**config.mk**
```make
export PLATFORM = sky130hd
export DESIGN_NAME = uart_tx_arbiter
export DESIGN_NICKNAME = d
export VERILOG_FILES = /design/src/rtl/uart_tx_arbiter.sv
export SDC_FILE = /design/constraint.sdc
export NUM_CORES = 1
export LEC_CHECK = 0
export CAP_MARGIN = 25
export CORE_ASPECT_RATIO = 0.8
export CORE_MARGIN = 3
export CORE_UTILIZATION = 30
export CTS_CLUSTER_SIZE = 20
export DETAILED_ROUTE_END_ITERATION = 10
export MAX_ROUTING_LAYER = met4
export PLACE_DENSITY = 0.68
export SLEW_MARGIN = 20
export SYNTH_ARGS = -nofsm -noshare
export SYNTH_HDL_FRONTEND = slang
export SYNTH_SLANG_ARGS = --single-unit
```
**constraint.sdc**
```tcl
create_clock -name clk -period 5.3 [get_ports clk]
set_clock_uncertainty 0.05 [all_clocks]
set_input_delay 1.06 -clock clk [delete_from_list [all_inputs] [get_ports clk]]
set_output_delay 1.06 -clock clk [all_outputs]
set_load 0.1 [all_outputs]
```
**src/rtl/uart_tx_arbiter.sv**
```systemverilog
// Round-robin arbiter that shares one UART transmitter between R requesters and
// sends each granted message MSB-byte-first. Optional header byte: UART_ARB_HEADER_EN.
module uart_tx_arbiter #(
  parameter int N = 8,
  parameter int M = 16,
  parameter int R = 4
) (
  input  logic           clk,
  input  logic           reset,
  input  logic [R-1:0]   req,
  input  logic [R*M-1:0] data,
  input  logic           tx_busy,
  output logic           tx_start,
  output logic [N-1:0]   tx_data,
  output logic [R-1:0]   grant,
  output logic [R-1:0]   ack,
  output logic           active
);

  localparam int BYTES = M / N;
`ifdef UART_ARB_HEADER_EN
  localparam int FRAME = BYTES + 1;
`else
  localparam int FRAME = BYTES;
`endif
  localparam int CW = $clog2(BYTES + 2);
  localparam int IW = (R > 1) ? $clog2(R) : 1;

  typedef enum logic [1:0] {IDLE, SEND, WAIT_ACC, WAIT_DONE} state_t;

  state_t        state, state_d;
  logic [M-1:0]  shift, shift_d;
  logic [CW-1:0] byte_cnt, byte_cnt_d;
  logic [IW-1:0] last, last_d;
  logic [IW-1:0] owner, owner_d;
  logic [IW-1:0] winner;
  logic          found;
  logic [N-1:0]  next_byte;
  logic          tx_start_d;
  logic [N-1:0]  tx_data_d;
  logic [R-1:0]  grant_d;
  logic [R-1:0]  ack_d;
  logic          active_d;

  // Search upward from the requester after the last owner, wrapping modulo R.
  always_comb begin
    logic [IW-1:0] cand;
    winner = '0;
    found  = 1'b0;
    cand   = '0;
    for (int k = 1; k <= R; k++) begin
      cand = IW'((int'(last) + k) % R);
      if (!found && req[cand]) begin
        winner = cand;
        found  = 1'b1;
      end
    end
  end

`ifdef UART_ARB_HEADER_EN
  logic is_header;
  assign is_header = (byte_cnt == '0);
  assign next_byte = is_header ? N'(owner) : shift[M-1 -: N];
`else
  assign next_byte = shift[M-1 -: N];
`endif

  always_comb begin
    state_d    = state;
    shift_d    = shift;
    byte_cnt_d = byte_cnt;
    last_d     = last;
    owner_d    = owner;
    tx_start_d = tx_start;
    tx_data_d  = tx_data;
    grant_d    = grant;
    ack_d      = '0;
    active_d   = active;
    case (state)
      IDLE: begin
        if (found) begin
          grant_d         = '0;
          grant_d[winner] = 1'b1;
          owner_d         = winner;
          active_d        = 1'b1;
          shift_d         = data[winner*M +: M];
          byte_cnt_d      = '0;
          state_d         = SEND;
        end
      end
      SEND: begin
        if (!tx_busy) begin
          tx_start_d = 1'b1;
          tx_data_d  = next_byte;
          state_d    = WAIT_ACC;
        end
      end
      WAIT_ACC: begin
        // The header byte does not consume message bits, so the shift holds.
        if (tx_busy) begin
          tx_start_d = 1'b0;
`ifdef UART_ARB_HEADER_EN
          if (!is_header) shift_d = shift << N;
`else
          shift_d = shift << N;
`endif
          byte_cnt_d = byte_cnt + CW'(1);
          state_d    = WAIT_DONE;
        end
      end
      WAIT_DONE: begin
        if (!tx_busy) begin
          if (byte_cnt == CW'(FRAME)) begin
            ack_d    = grant;
            grant_d  = '0;
            active_d = 1'b0;
            last_d   = owner;
            state_d  = IDLE;
          end else begin
            state_d = SEND;
          end
        end
      end
      default: state_d = IDLE;
    endcase
  end

  // Pointer resets to R-1 so requester 0 wins the first arbitration.
  always_ff @(posedge clk or negedge reset) begin
    if (!reset) begin
      state    <= IDLE;
      shift    <= '0;
      byte_cnt <= '0;
      last     <= IW'(R - 1);
      owner    <= '0;
      tx_start <= 1'b0;
      tx_data  <= '0;
      grant    <= '0;
      ack      <= '0;
      active   <= 1'b0;
    end else begin
      state    <= state_d;
      shift    <= shift_d;
      byte_cnt <= byte_cnt_d;
      last     <= last_d;
      owner    <= owner_d;
      tx_start <= tx_start_d;
      tx_data  <= tx_data_d;
      grant    <= grant_d;
      ack      <= ack_d;
      active   <= active_d;
    end
  end

endmodule

```
; Yosys cells after proc, flatten, opt, wreduce, memory -nomap -nowiden
; Cells that the tools add are included.
[word_totals]
ff_bits = 42
inputBits = 71
out_inout_bits = 18
wordCells = 94
[op_classes]
add_sub_neg = 5
magnitude_cmp = 6
eq_ne = 9
n_shift = 1
mux = 44
n_bitwise = 1
reduce_logical = 18
[op_table]
columns = op, count
row1 = variable part select 64 x 7 -> 16 bit, 1
row2 = 2-to-1 mux 16 bit, 2
row3 = case mux 16 bit (2 select lines), 1
row4 = 2-to-1 mux 4 bit, 6
row5 = 2-to-1 mux 2 bit, 10
row6 = < comparator 2 x 3 -> 1 bit (second input constant), 5
row7 = 2-to-1 mux 1 bit, 15
row8 = inequality test 2 bit (second input constant), 5
row9 = AND reduction 3 bit, 3
row10 = binary-select mux 1 bit (select 2 bit), 4
row11 = case mux 2 bit (4 select lines), 1
row12 = case mux 4 bit (2 select lines), 1
row13 = AND reduction 4 bit, 2
row14 = adder 2 x 1 -> 2 bit (second input constant), 3
row15 = == test 2 bit (second input constant), 3
row16 = nonzero test 2 bit, 3
row17 = adder 2 bit (second input constant), 2
row18 = logical AND 1 bit, 4
row19 = case mux 1 bit (2 select lines), 2
row20 = case mux 2 bit (2 select lines), 1
row21 = AND reduction 2 bit, 2
row22 = logical NOT 1 bit, 3
row23 = demux 1 bit (select 2 bit), 1
row24 = == test 2 x 1 -> 1 bit (second input constant), 1
row25 = 3 further kinds, 3

; Longest topological paths before layout
; Gate-level depths: netlist of run 1.
[logic_depth]
depth_word = 19
mapped_depth = 10
mapped_depth_nobuf = 7

; Worst setup path after synthesis of run 1
; Ideal clock, no wire load.
[synth_path]
kind = input to register
from = input port req[0]
to = register shift[2]
setup_ns = 0.081
t_arrival_ns = 2.281
required_time_ns = 5.169
slack_ns = 2.888
stages = 7
n_path_buf = 2
cell_sequence = buf_2 -> a21oi_4 -> o31ai_4 -> buf_6 -> nand3_1 -> mux2_1 -> o211ai_2
[synth_between]
elab_chain_cells = 15
word_cells_on_any_way = 27
classes_between = 1 x eq/ne / 1 x shift / 18 x mux / 7 x reduce/logical
[synth_rtl]
columns = element, line
row1 = from (decl), 10  ; input logic [R-1:0] req,
row2 = binary-select mux 1 bit (select 2 bit), 53  ; if (!found && req[cand]) begin
row3 = 2-to-1 mux 1 bit (not written as such), 53
row4 = 2-to-1 mux 1 bit, 53
row5 = logical NOT 1 bit, 53
row6 = logical AND 1 bit, 53
row7 = 2-to-1 mux 1 bit, 53
row8 = logical NOT 1 bit, 53
row9 = logical AND 1 bit, 53
row10 = 2-to-1 mux 1 bit, 53
row11 = logical NOT 1 bit, 53
row12 = logical AND 1 bit, 53
row13 = 2-to-1 mux 2 bit, 53
row14 = variable part select 64 x 7 -> 16 bit, 86  ; shift_d = data[winner*M +: M];
row15 = 2-to-1 mux 16 bit, 81  ; if (found) begin
row16 = case mux 16 bit (2 select lines), 79  ; case (state)
row17 = to (signal assigned), 143  ; shift <= shift_d;
row18 = to (decl), 32  ; logic [M-1:0] shift, shift_d;
; Several ways; a longest one is shown, not always the timed one. The select of a mux whose other input is x is not followed.
; A chain may end at the register's enable or synchronous reset.

; Final worst setup path of run 1
[layout_path]
from = input port req[3]
to = register shift[8]
; Same word-level chain as after synthesis.

==> metrics.csv, run 1 <==
stage,metric,value,unit
worst_setup_path,crit path max fanout,27,
global_routing,global route overflow,0,
worst_setup_path,Critical Path RT,5460,ps
sta,post-layout min period,3130,ps
detailed_routing,drt drc,0,
floorplan,Starting Density,31.9,%
clock_tree,Post-CTS Hold Buffers,0,
sta,max-slew violations,0,
detailed_routing,Routed Antenna Nets,0,
sta,headroom to the max-slew limit,34.6,%
floorplan,area of the core,0.00820,mm^2
placement,routability cong.,0.883,
detailed_routing,Vias,2251,
global_routing,Global Route Usage Sum,14.6,%
cells_and_area,layout cells sized above 1,14.0,%
synthesis,Mapped Cells,265,
sta,RSZ-0062 raised after global routing,false,
placement,# port buffers,88,
global_routing,first-pass GRT wire length,11300,um
clock_tree,CTS tree,done,
power,leakage,1.44,nW
sta,final period utilization,59.1,%
clock_tree,CTS Buffer Depth,2,
worst_setup_path,Slowest cell on crit path,clkdlybuf4s50_1,
cells_and_area,"commonest non-fill, non-tap cell in the layout",clkdlybuf4s50_1,
worst_setup_path,Slowest Stage Delay on Critical Path,650,ps
worst_setup_path,"Cell Chain, Critical Path","clkdlybuf4s50_1, or2b_1, o22ai_1, a21o_2, mux2_2, a31oi_1",
synthesis,multiplexer share of the synthesized area,14.6,%
synthesis,combinational family with the most area after synthesis,compound AO/OA/AOI/OAI gates,
clock_tree,setup repair bufs after CTS,0,
synthesis,Yosys top cell area share,38.3,%
worst_setup_path,Worst setup SP type,primary input,
cells_and_area,most frequent cells in the layout,"clkdlybuf4s50_1 (87), dfrtp_1 (40), nand2_1 (34), mux2_2 (25)",
detailed_routing,1st-iter DRT viols,152,
placement,detailed-placement wirelength estimate,5180,um
sta,worst hold slack,422,ps
synthesis,async set or reset register ratio after synthesis,100,%
synthesis,Synth Net Count,341,
synthesis,most area-hungry cell type in the Yosys netlist,dfrtp_1,
sta,Achievable Freq,319,MHz
worst_setup_path,worst r2r path cells,7,
clock_tree,CTS sink cnt,42,
sta,Setup TNS Final,0,ps
clock_tree,"CTS clk-pin slew, worst paths",80,ps
synthesis,XOR/XNOR share of the synthesized area,0,%
sta,Final Hold Viols,0,
clock_tree,# resized after CTS,0,
global_routing,number of global-route vias before repair,2241,
cells_and_area,ANT cells,0,
synthesis,Synth Area in Compound Gates,18.2,%
floorplan,DIE HEIGHT,89.5,um
detailed_routing,total iterations of the first detailed-routing run,4,
synthesis,"share of synthesized cell area in full adder, half adder and majority cells",2.39,%
worst_setup_path,Arrival @ worst endpoint,3290,ps
clock_tree,H-tree levels,2,
clock_tree,clock latency on the worst-skew pair,290,ps
clock_tree,CTS Root Cell,clkbuf_8,
power,Power Density,525,mW/mm^2
synthesis,number of synthesized flops with an enable pin,0,
worst_hold_path,Hold Path Stages,2,
worst_hold_path,Min-Delay Path Class,reg2reg,
synthesis,simple-gate share of the synthesized area,18.1,%
power,worst vdd rail ir drop,0.000255,V
detailed_routing,routed wire length per instance,15.4,um
sta,Final setup viols,0,
floorplan,Row Count,29,
cells_and_area,P&R area growth vs syn,38.7,%
detailed_routing,Routed WL,6980,um
synthesis,Yosys reg bits,42,
synthesis,largest cells by area after synthesis,"dfrtp_1 (38%), mux2_2 (11%), nand2_1 (4.9%)",
synthesis,Post-Syn Area,0.00262,mm^2
worst_setup_path,Crit Path Class,in2reg,
floorplan,chip width,110,um
synthesis,sequential cell area fraction in the yosys report,40.3,%
synthesis,Syn Area/Cell,9.87,um^2
floorplan,die area,0.00988,mm^2
detailed_routing,via-per-instance ratio,4.98,
worst_setup_path,CP Capture Type,flip-flop,
flow_run,max capacitance violation total,0,
clock_tree,total CTS buffers,5,
global_routing,initial antenna violation count,0,
sta,worst slew pin tran,978,ps
synthesis,"Top FF cell, synth",dfrtp_1,
synthesis,Yosys Warn Count,0,
outcome,outcome,"complete, no violations",
global_routing,largest net degree at the start of global routing,43,
floorplan,IO Pins,89,
cells_and_area,final layout net count,419,
synthesis,"Distinct cells, synth",47,
==> logic make-up (layout without fill, tap and decap cells) <==
family	after synthesis	count (layout)
compound gates	66	66
fa+ha+maj	5	5
buf+inv	27	106
flops	42	42
mux	35	35
simple gates	90	90
==> critical path, delay by kind of cell <==
family	cells	cell delay [ps]
multiplexers	1	400
AND/OR/NAND/NOR	1	270
AO/OA/AOI/OAI	3	880
buffers and inverters	1	650
==> layer usage <==
metal	up-vias	wire length, um	track usage, %
li1	1117	-	-
met4	0	99	3.91
met1	1052	3210	19.0
met5	-	0	-
met3	7	354	2.91
met2	75	3310	23.5
==> path summary, 6_finish.rpt <==
kind	from	end	slack [ps]
setup / recovery	req[3]	shift[8]	2170
hold / removal	byte_cnt[1]	byte_cnt[1]	420
setup reg to reg	state[0]	shift[2]	2660
hold reg to reg	byte_cnt[1]	byte_cnt[1]	420
max in group asynchronous	reset	last[0]	4040
min in group asynchronous	reset	tx_data[2]	610
==> power by group <==
group          total [W]  internal [W]  switching (W)
clock           0.000249      0.000141       0.000108
sequential      0.000535      0.000456      0.0000797
combinational    0.00112      0.000390       0.000732
==> cell usage after synthesis (all sizes together), types with 2 or more instances <==
cell and count:
dfrtp 40, nand2 34, mux2 26, o21ai 22, nand3 19, buf 13
mux2i 9, nand3b 9, a221oi 8, a31oi 8, inv 8, o211ai 8
nor2 7, clkbuf 6, and2 5, ha 5, nor2b 5, a21oi 4
a21o 3, a22o 3, and2b 3, o31ai 3, dfstp 2, o22ai 2
==> cell type report <==
cell class                      instances  area [um^2]
Multi-Input combinational cell        196         1400
Inverter                                8         30.0
Sequential cell                        42         1050
Tap cell                              108          135
Fill cell                             833         4570
Clock inverter                          1         30.0
Timing Repair Buffer                   90          907
Clock buffer                            7         76.3
==> registers in the layout, summed over array words and instances (netlist names) <==
name / flops
shift: 16
tx_data: 8
ack: 4
grant: 4
byte_cnt: 2
last: 2
owner: 2
state: 2
active: 1
tx_start: 1
==> stage by stage <==
| stage | instances | instance area (um^2) | util, % | power (W) | worst slack, ps |
|---|---|---|---|---|---|
| 6_report | 452 | 3630 | 44.3 | 0.00191 | 2170 |
| 5_1_grt | 452 | 3630 | 44.3 | 0.00205 | 2000 |
| 4_1_cts | 450 | 3600 | 43.9 | 0.00191 | 2060 |
| 3_5_place_dp | 442 | 3490 | 42.6 | 0.00166 | 1780 |
| 3_3_place_gp | 442 | 3490 | 42.5 | 0.00164 | 1560 |
| 2_1_floorplan | 265 | 2620 | - | 0.00140 | 2890 |
Note: power is estimated with default switching activity, not from simulation.
==> run 2, diff against run 1 <==
- PLACE_DENSITY: 0.68 -> 0.7
- clock period: 5.3 -> 2.8 ns (I/O delays scaled with it)
==> metrics.csv, run 2 (synthesized netlist as in run 1, its figures left out) <==
stage,metric,value,unit,change
outcome,outcome,"complete, no violations",,
sta,Final setup viols,0,,unchanged
clock_tree,setup repair bufs after CTS,0,,unchanged
cells_and_area,Reg area,0.00105,mm^2,unchanged
power,Internal Power,0.00183,W,+86%
sta,Achievable Freq,405,MHz,
cells_and_area,fin util,44.6,%,+0.38 points
power,switching pwr,0.00178,W,+93%
sta,RSZ-0062 raised after global routing,false,,
power,sw frac,49.2,%,+0.98 points
sta,worst slew pin tran,815,ps,-163 ps
global_routing,Global Route Usage Sum,14.9,%,+0.29 points
placement,# port buffers,88,,unchanged
global_routing,global route overflow,0,,unchanged
placement,DP Area,0.00353,mm^2,+1.2%
cells_and_area,P&R area growth vs syn,39.9,%,
placement,routability cong.,0.816,,-7.6%
detailed_routing,routed wire length per instance,15.5,um,+0.21%
worst_setup_path,crit path from,req[3],,
sta,Final Hold Viols,0,,unchanged
detailed_routing,M1 WL,3330,um,+3.5%
sta,post-layout min period,2470,ps,
sta,max-slew violations,0,,unchanged
power,leakage,1.52,nW,+5.3%
clock_tree,total CTS buffers,5,,unchanged
cells_and_area,Largest regs,"shift (16), tx_data (8)",,
worst_setup_path,Arrival @ worst endpoint,2630,ps,-660 ps
clock_tree,Post-CTS Hold Buffers,0,,unchanged
flow_run,max capacitance violation total,0,,unchanged
detailed_routing,Routed WL,7170,um,+2.7%
worst_setup_path,CP Capture Type,flip-flop,,
floorplan,Starting Density,31.9,%,unchanged
worst_setup_path,Worst setup SP type,primary input,,
worst_setup_path,flop2flop setup slack,490,ps,-2170 ps
floorplan,DIE HEIGHT,89.5,um,unchanged
sta,Setup TNS Final,0,ps,unchanged
placement,detailed-placement wirelength estimate,5370,um,+3.7%
floorplan,Row Count,29,,unchanged
detailed_routing,via-per-instance ratio,5.00,,+0.36%
power,sequential power share,28.4,%,+0.3 points
cells_and_area,max reg flops,16,,unchanged
detailed_routing,Vias,2314,,+2.8%
power,Clk pwr share,11.4,%,-1.6 points
cells_and_area,Filler Cells Inserted,809,,-2.9%
detailed_routing,WL met2,3450,um,+4.1%
detailed_routing,met3 WL,322,um,-9.0%
worst_setup_path,Crit Reg-Reg Endpoint,shift[2],,
cells_and_area,final layout net count,430,,+2.6%
sta,headroom to the max-slew limit,45.6,%,+11 points
cells_and_area,Post-Layout Inst Area,0.00366,mm^2,+0.86%
power,combinational power share,60.1,%,+1.2 points
cells_and_area,"commonest non-fill, non-tap cell in the layout",clkdlybuf4s50_1,,
worst_setup_path,Critical Path RT,2960,ps,-2500 ps
power,Power Density,985,mW/mm^2,+88%
detailed_routing,1st-iter DRT viols,81,,-47%
cells_and_area,multi-input gate area in the final layout,0.00139,mm^2,-0.27%
clock_tree,CTS Buffer Depth,2,,unchanged
worst_setup_path,crit path capture,shift[8],,
worst_setup_path,worst r2r path cells,8,,+1
cells_and_area,Largest Register,shift,,
floorplan,IO Pins,89,,unchanged
detailed_routing,Routed Antenna Nets,0,,unchanged
power,worst vdd rail ir drop,0.000379,V,+49%
worst_setup_path,Crit Path Class,in2reg,,
global_routing,number of global-route vias before repair,2295,,+2.4%
floorplan,die area,0.00988,mm^2,unchanged
sta,final period utilization,88.1,%,
global_routing,initial antenna violation count,0,,unchanged
global_routing,largest net degree at the start of global routing,43,,unchanged
cells_and_area,ANT cells,0,,unchanged
floorplan,chip width,110,um,unchanged
clock_tree,clock latency on the worst-skew pair,290,ps,about the same
worst_setup_path,crit path max fanout,9,,-67%
clock_tree,H-tree levels,2,,unchanged
clock_tree,# resized after CTS,0,,unchanged
detailed_routing,top layer in use,met4,,
global_routing,first-pass GRT wire length,11500,um,+1.7%
clock_tree,CTS sink cnt,42,,unchanged
worst_setup_path,Reg2Reg Launch Point,state[0],,
clock_tree,CTS Root Cell,clkbuf_8,,
cells_and_area,most frequent cells in the layout,"clkdlybuf4s50_1 (69), dfrtp_1 (40), nand2_1 (34), buf_4 (28), mux2_2 (25)",,
clock_tree,"CTS clk-pin slew, worst paths",80,ps,about the same
cells_and_area,layout cells sized above 1,21.4,%,+7.5 points
floorplan,area of the core,0.00820,mm^2,unchanged
detailed_routing,total iterations of the first detailed-routing run,4,,unchanged
worst_hold_path,Min-Delay Path Class,in2async,,
detailed_routing,drt drc,0,,unchanged
clock_tree,CTS tree,done,,
-- run 2: final cells by class --
type	count	area share, %
clock inverters	1	0.137
flip-flops and latches	42	28.8
repair buffers	101	26.1
inverters	8	0.820
multi-input cells	196	38.1
clock buffers	7	2.36
well taps	108	3.69
-- run 2: per-stage QoR --
| step | setup slack, ps | cells | hold slack (ps) | power, W |
|---|---|---|---|---|
| after floorplan | 834 | 265 | 214 | 0.00265 |
| after detailed placement | -54.5 | 452 | 414 | 0.00318 |
| after CTS | 153 | 460 | 399 | 0.00359 |
| after global routing | 200 | 463 | 112 | 0.00387 |
| final | 332 | 463 | 98.6 | 0.00361 |
| after global placement | 22.3 | 452 | 404 | 0.00313 |
-- run 2: worst min-delay path by stage --
stage / startpoint / endpoint / slack (ps) / depth (start not counted)
2_1_floorplan: reset / ack[0] / 210 / 0
3_3_place_gp: byte_cnt[1] / byte_cnt[1] / 400 / 2
3_5_place_dp: byte_cnt[1] / byte_cnt[1] / 410 / 2
4_1_cts: reset / ack[1] / 400 / 1
5_1_grt: reset / ack[1] / 110 / 1
6_report: reset / ack[1] / 100 / 1
-- run 2: critical path, cell delays in order --
cell             delay [ps]
clkdlybuf4s50_1         590
or2_1                   390
o22ai_1                 660
a221oi_1                210
a31oi_1                 220
-- run 2: power groups by stage --
stage | sequential [W] | clock, W | combinational, W
2_1_floorplan | 0.00164 | 0 | 0.00101
3_3_place_gp | 0.00103 | 0 | 0.00211
3_5_place_dp | 0.00104 | 0 | 0.00214
4_1_cts | 0.00103 | 0.000418 | 0.00215
5_1_grt | 0.00107 | 0.000438 | 0.00236
6_report | 0.00103 | 0.000412 | 0.00217
-- run 2: layer usage --
| layer | GRT usage [%] | up-vias |
|---|---|---|
| met2 | 24.0 | 69 |
| li1 | - | 1137 |
| met4 | 3.47 | 0 |
| met3 | 3.11 | 4 |
| met5 | - | - |
| met1 | 19.6 | 1104 |
==> run 3, diff against run 2 <==
--- a/config.mk
+++ b/config.mk
@@ -10,8 +10,10 @@
 export CORE_MARGIN = 3
 export CORE_UTILIZATION = 30
+export CTS_BUF_LIST = sky130_fd_sc_hd__clkbuf_16
 export CTS_CLUSTER_SIZE = 20
 export DETAILED_ROUTE_END_ITERATION = 10
+export DONT_BUFFER_PORTS = 1
 export MAX_ROUTING_LAYER = met4
-export PLACE_DENSITY = 0.7
+export PLACE_DENSITY = 0.56
 export SLEW_MARGIN = 20
 export SYNTH_ARGS = -nofsm -noshare
==> constraint.sdc (replaced) <==
create_clock -name clk -period 2.8 [get_ports clk]
set_clock_uncertainty 0.05 [all_clocks]
set_input_delay 0.28 -clock clk [delete_from_list [all_inputs] [get_ports clk]]
set_output_delay 0.28 -clock clk [all_outputs]
set_load 0.1 [all_outputs]
==> metrics.csv, run 3 (synthesized netlist as in run 1, its figures left out) <==
stage,metric,value,unit,change
worst_setup_path,flop2flop setup slack,530,ps,+40 ps
clock_tree,CTS tree,done,,
global_routing,number of global-route vias before repair,1947,,-15%
sta,Setup WS post-layout,525,ps,+193 ps
worst_setup_path,Crit Path Class,reg2reg,,
power,worst vdd rail ir drop,0.000433,V,+14%
clock_tree,CTS sink cnt,42,,unchanged
detailed_routing,routed wire length per instance,19.0,um,+23%
global_routing,first-pass GRT wire length,10900,um,-5.0%
detailed_routing,WL met2,3060,um,-11%
cells_and_area,most frequent cells in the layout,"dfrtp_1 (40), nand2_1 (34), mux2_2 (25), o21ai_0 (19), nand3_1 (19)",,
sta,final period utilization,81.2,%,-6.9 points
power,Power Density,1230,mW/mm^2,+24%
sta,Final Hold Viols,0,,unchanged
cells_and_area,Post-Layout Inst Area,0.00289,mm^2,-21%
detailed_routing,top layer in use,met4,,
worst_hold_path,Worst Hold Launch,data[63],,
cells_and_area,ANT cells,0,,unchanged
power,leakage,1.18,nW,-22%
flow_run,max capacitance violation total,0,,unchanged
floorplan,DIE HEIGHT,89.5,um,unchanged
worst_hold_path,Min-Delay Path Class,in2reg,,
detailed_routing,drt drc,0,,unchanged
sta,Final setup viols,0,,unchanged
worst_setup_path,Reg2Reg Launch Point,last[1],,
placement,routability cong.,0.797,,-2.3%
worst_hold_path,Hold Path Stages,2,,
cells_and_area,max reg flops,16,,unchanged
worst_hold_path,end of the worst hold path,shift[15],,
outcome,outcome,"complete, no violations",,
worst_setup_path,Crit Reg-Reg Endpoint,shift[8],,
sta,RSZ-0062 raised after global routing,false,,
cells_and_area,"commonest non-fill, non-tap cell in the layout",dfrtp_1,,
sta,post-layout min period,2270,ps,-193 ps
clock_tree,total CTS buffers,5,,unchanged
detailed_routing,1st-iter DRT viols,114,,+41%
clock_tree,clock latency on the worst-skew pair,280,ps,about the same
sta,worst slew pin tran,952,ps,+137 ps
global_routing,global route overflow,0,,unchanged
placement,DP Area,0.00270,mm^2,-23%
worst_setup_path,crit path max fanout,13,,+4
floorplan,Row Count,29,,unchanged
detailed_routing,M1 WL,3460,um,+4.0%
cells_and_area,fin util,35.2,%,-9.4 points
worst_setup_path,Arrival @ worst endpoint,2430,ps,-200 ps
global_routing,initial antenna violation count,0,,unchanged
floorplan,IO Pins,89,,unchanged
sta,Setup TNS Final,0,ps,unchanged
detailed_routing,total iterations of the first detailed-routing run,4,,unchanged
clock_tree,setup repair bufs after CTS,0,,unchanged
cells_and_area,layout cells sized above 1,21.6,%,+0.23 points
clock_tree,H-tree levels,2,,unchanged
sta,headroom to the max-slew limit,36.5,%,-9.1 points
detailed_routing,Vias,2013,,-13%
worst_setup_path,Critical Path RT,2960,ps,about the same
detailed_routing,met3 WL,507,um,+57%
cells_and_area,P&R area growth vs syn,10.3,%,
placement,detailed-placement wirelength estimate,5170,um,-3.8%
floorplan,Starting Density,31.9,%,unchanged
sta,Achievable Freq,440,MHz,+8.5%
detailed_routing,Routed Antenna Nets,0,,unchanged
detailed_routing,via-per-instance ratio,5.35,,+7.1%
cells_and_area,Largest regs,"shift (16), tx_data (8)",,
cells_and_area,final layout net count,343,,-20%
floorplan,chip width,110,um,unchanged
detailed_routing,Routed WL,7150,um,-0.29%
worst_setup_path,CP Capture Type,flip-flop,,
cells_and_area,Largest Register,shift,,
placement,Setup WS pre-CTS,537,ps,+591 ps
worst_setup_path,worst r2r path cells,6,,-2
placement,# port buffers,0,,-100%
clock_tree,CTS Root Cell,clkbuf_16,,
floorplan,die area,0.00988,mm^2,unchanged
floorplan,area of the core,0.00820,mm^2,unchanged
worst_setup_path,Worst setup SP type,flip-flop,,
clock_tree,CTS Buffer Depth,2,,unchanged
global_routing,largest net degree at the start of global routing,43,,unchanged
clock_tree,"CTS clk-pin slew, worst paths",60,ps,-20 ps
global_routing,Global Route Usage Sum,14.7,%,-0.17 points
sta,max-slew violations,0,,unchanged
-- run 3: cell count changes in the layout (fill, tap and decap cells not counted), sizes merged --
cell and change:
buf -19, clkbuf -2, clkdlybuf4s50 -69, clkinv +1
clkinvlp +1, dlygate4sd3 +1
-- run 3: metal layers --
layer / global-route usage, % / vias up
met4: 4.59 / 0
met1: 20.0 / 977
met3: 4.47 / 6
li1: - / 962
met5: - / -
met2: 21.1 / 68
-- run 3: how the worst max path moves through the flow --
stage	startpoint	to	cells past startpoint	slack, ps
floorplan	state[0]	shift[2]	10	830
global placement	last[1]	shift[8]	6	620
detailed placement	last[1]	shift[8]	6	540
CTS	last[1]	shift[8]	6	530
global route	last[1]	shift[8]	6	440
finish	last[1]	shift[8]	6	530
-- run 3: timing repair --
action / 4_1_cts / 5_1_grt
setup endpoints to repair: 0 / 0
gates resized for setup: 0 / 0
hold endpoints to repair: 42 / 0
hold buffers: 2 / 0
-- run 3: worst max-delay path, stage by stage (launching register included) --
cell and delay (ps):
dfstp_2 660, nor2b_1 90, o21ai_0 170, a21o_1 450, buf_4 270, mux2_2 340
a31oi_1 160
-- run 3: cell type report --
class	instances	area [um^2]
clock inverters	3	21.3
clock buffers	5	125
flip-flops and latches	42	1050
fillers	843	5310
multi-input cells	196	1390
inverters	8	30.0
repair buffers	14	128
well taps	108	135
-- run 3: report_power, final --
part	total, W	switching, W	internal (W)
combinational	0.00142	0.000853	0.000564
clock	0.000576	0.000246	0.000330
sequential	0.00154	0.000691	0.000851
-- run 3: per-stage QoR --
step	instances	hold WS [ps]	power, W
floorplan	265	-65.6	0.00265
global placement	366	-63.8	0.00292
detailed placement	366	-63.9	0.00296
CTS	376	104	0.00357
global route	376	108	0.00375
finish	376	115	0.00354
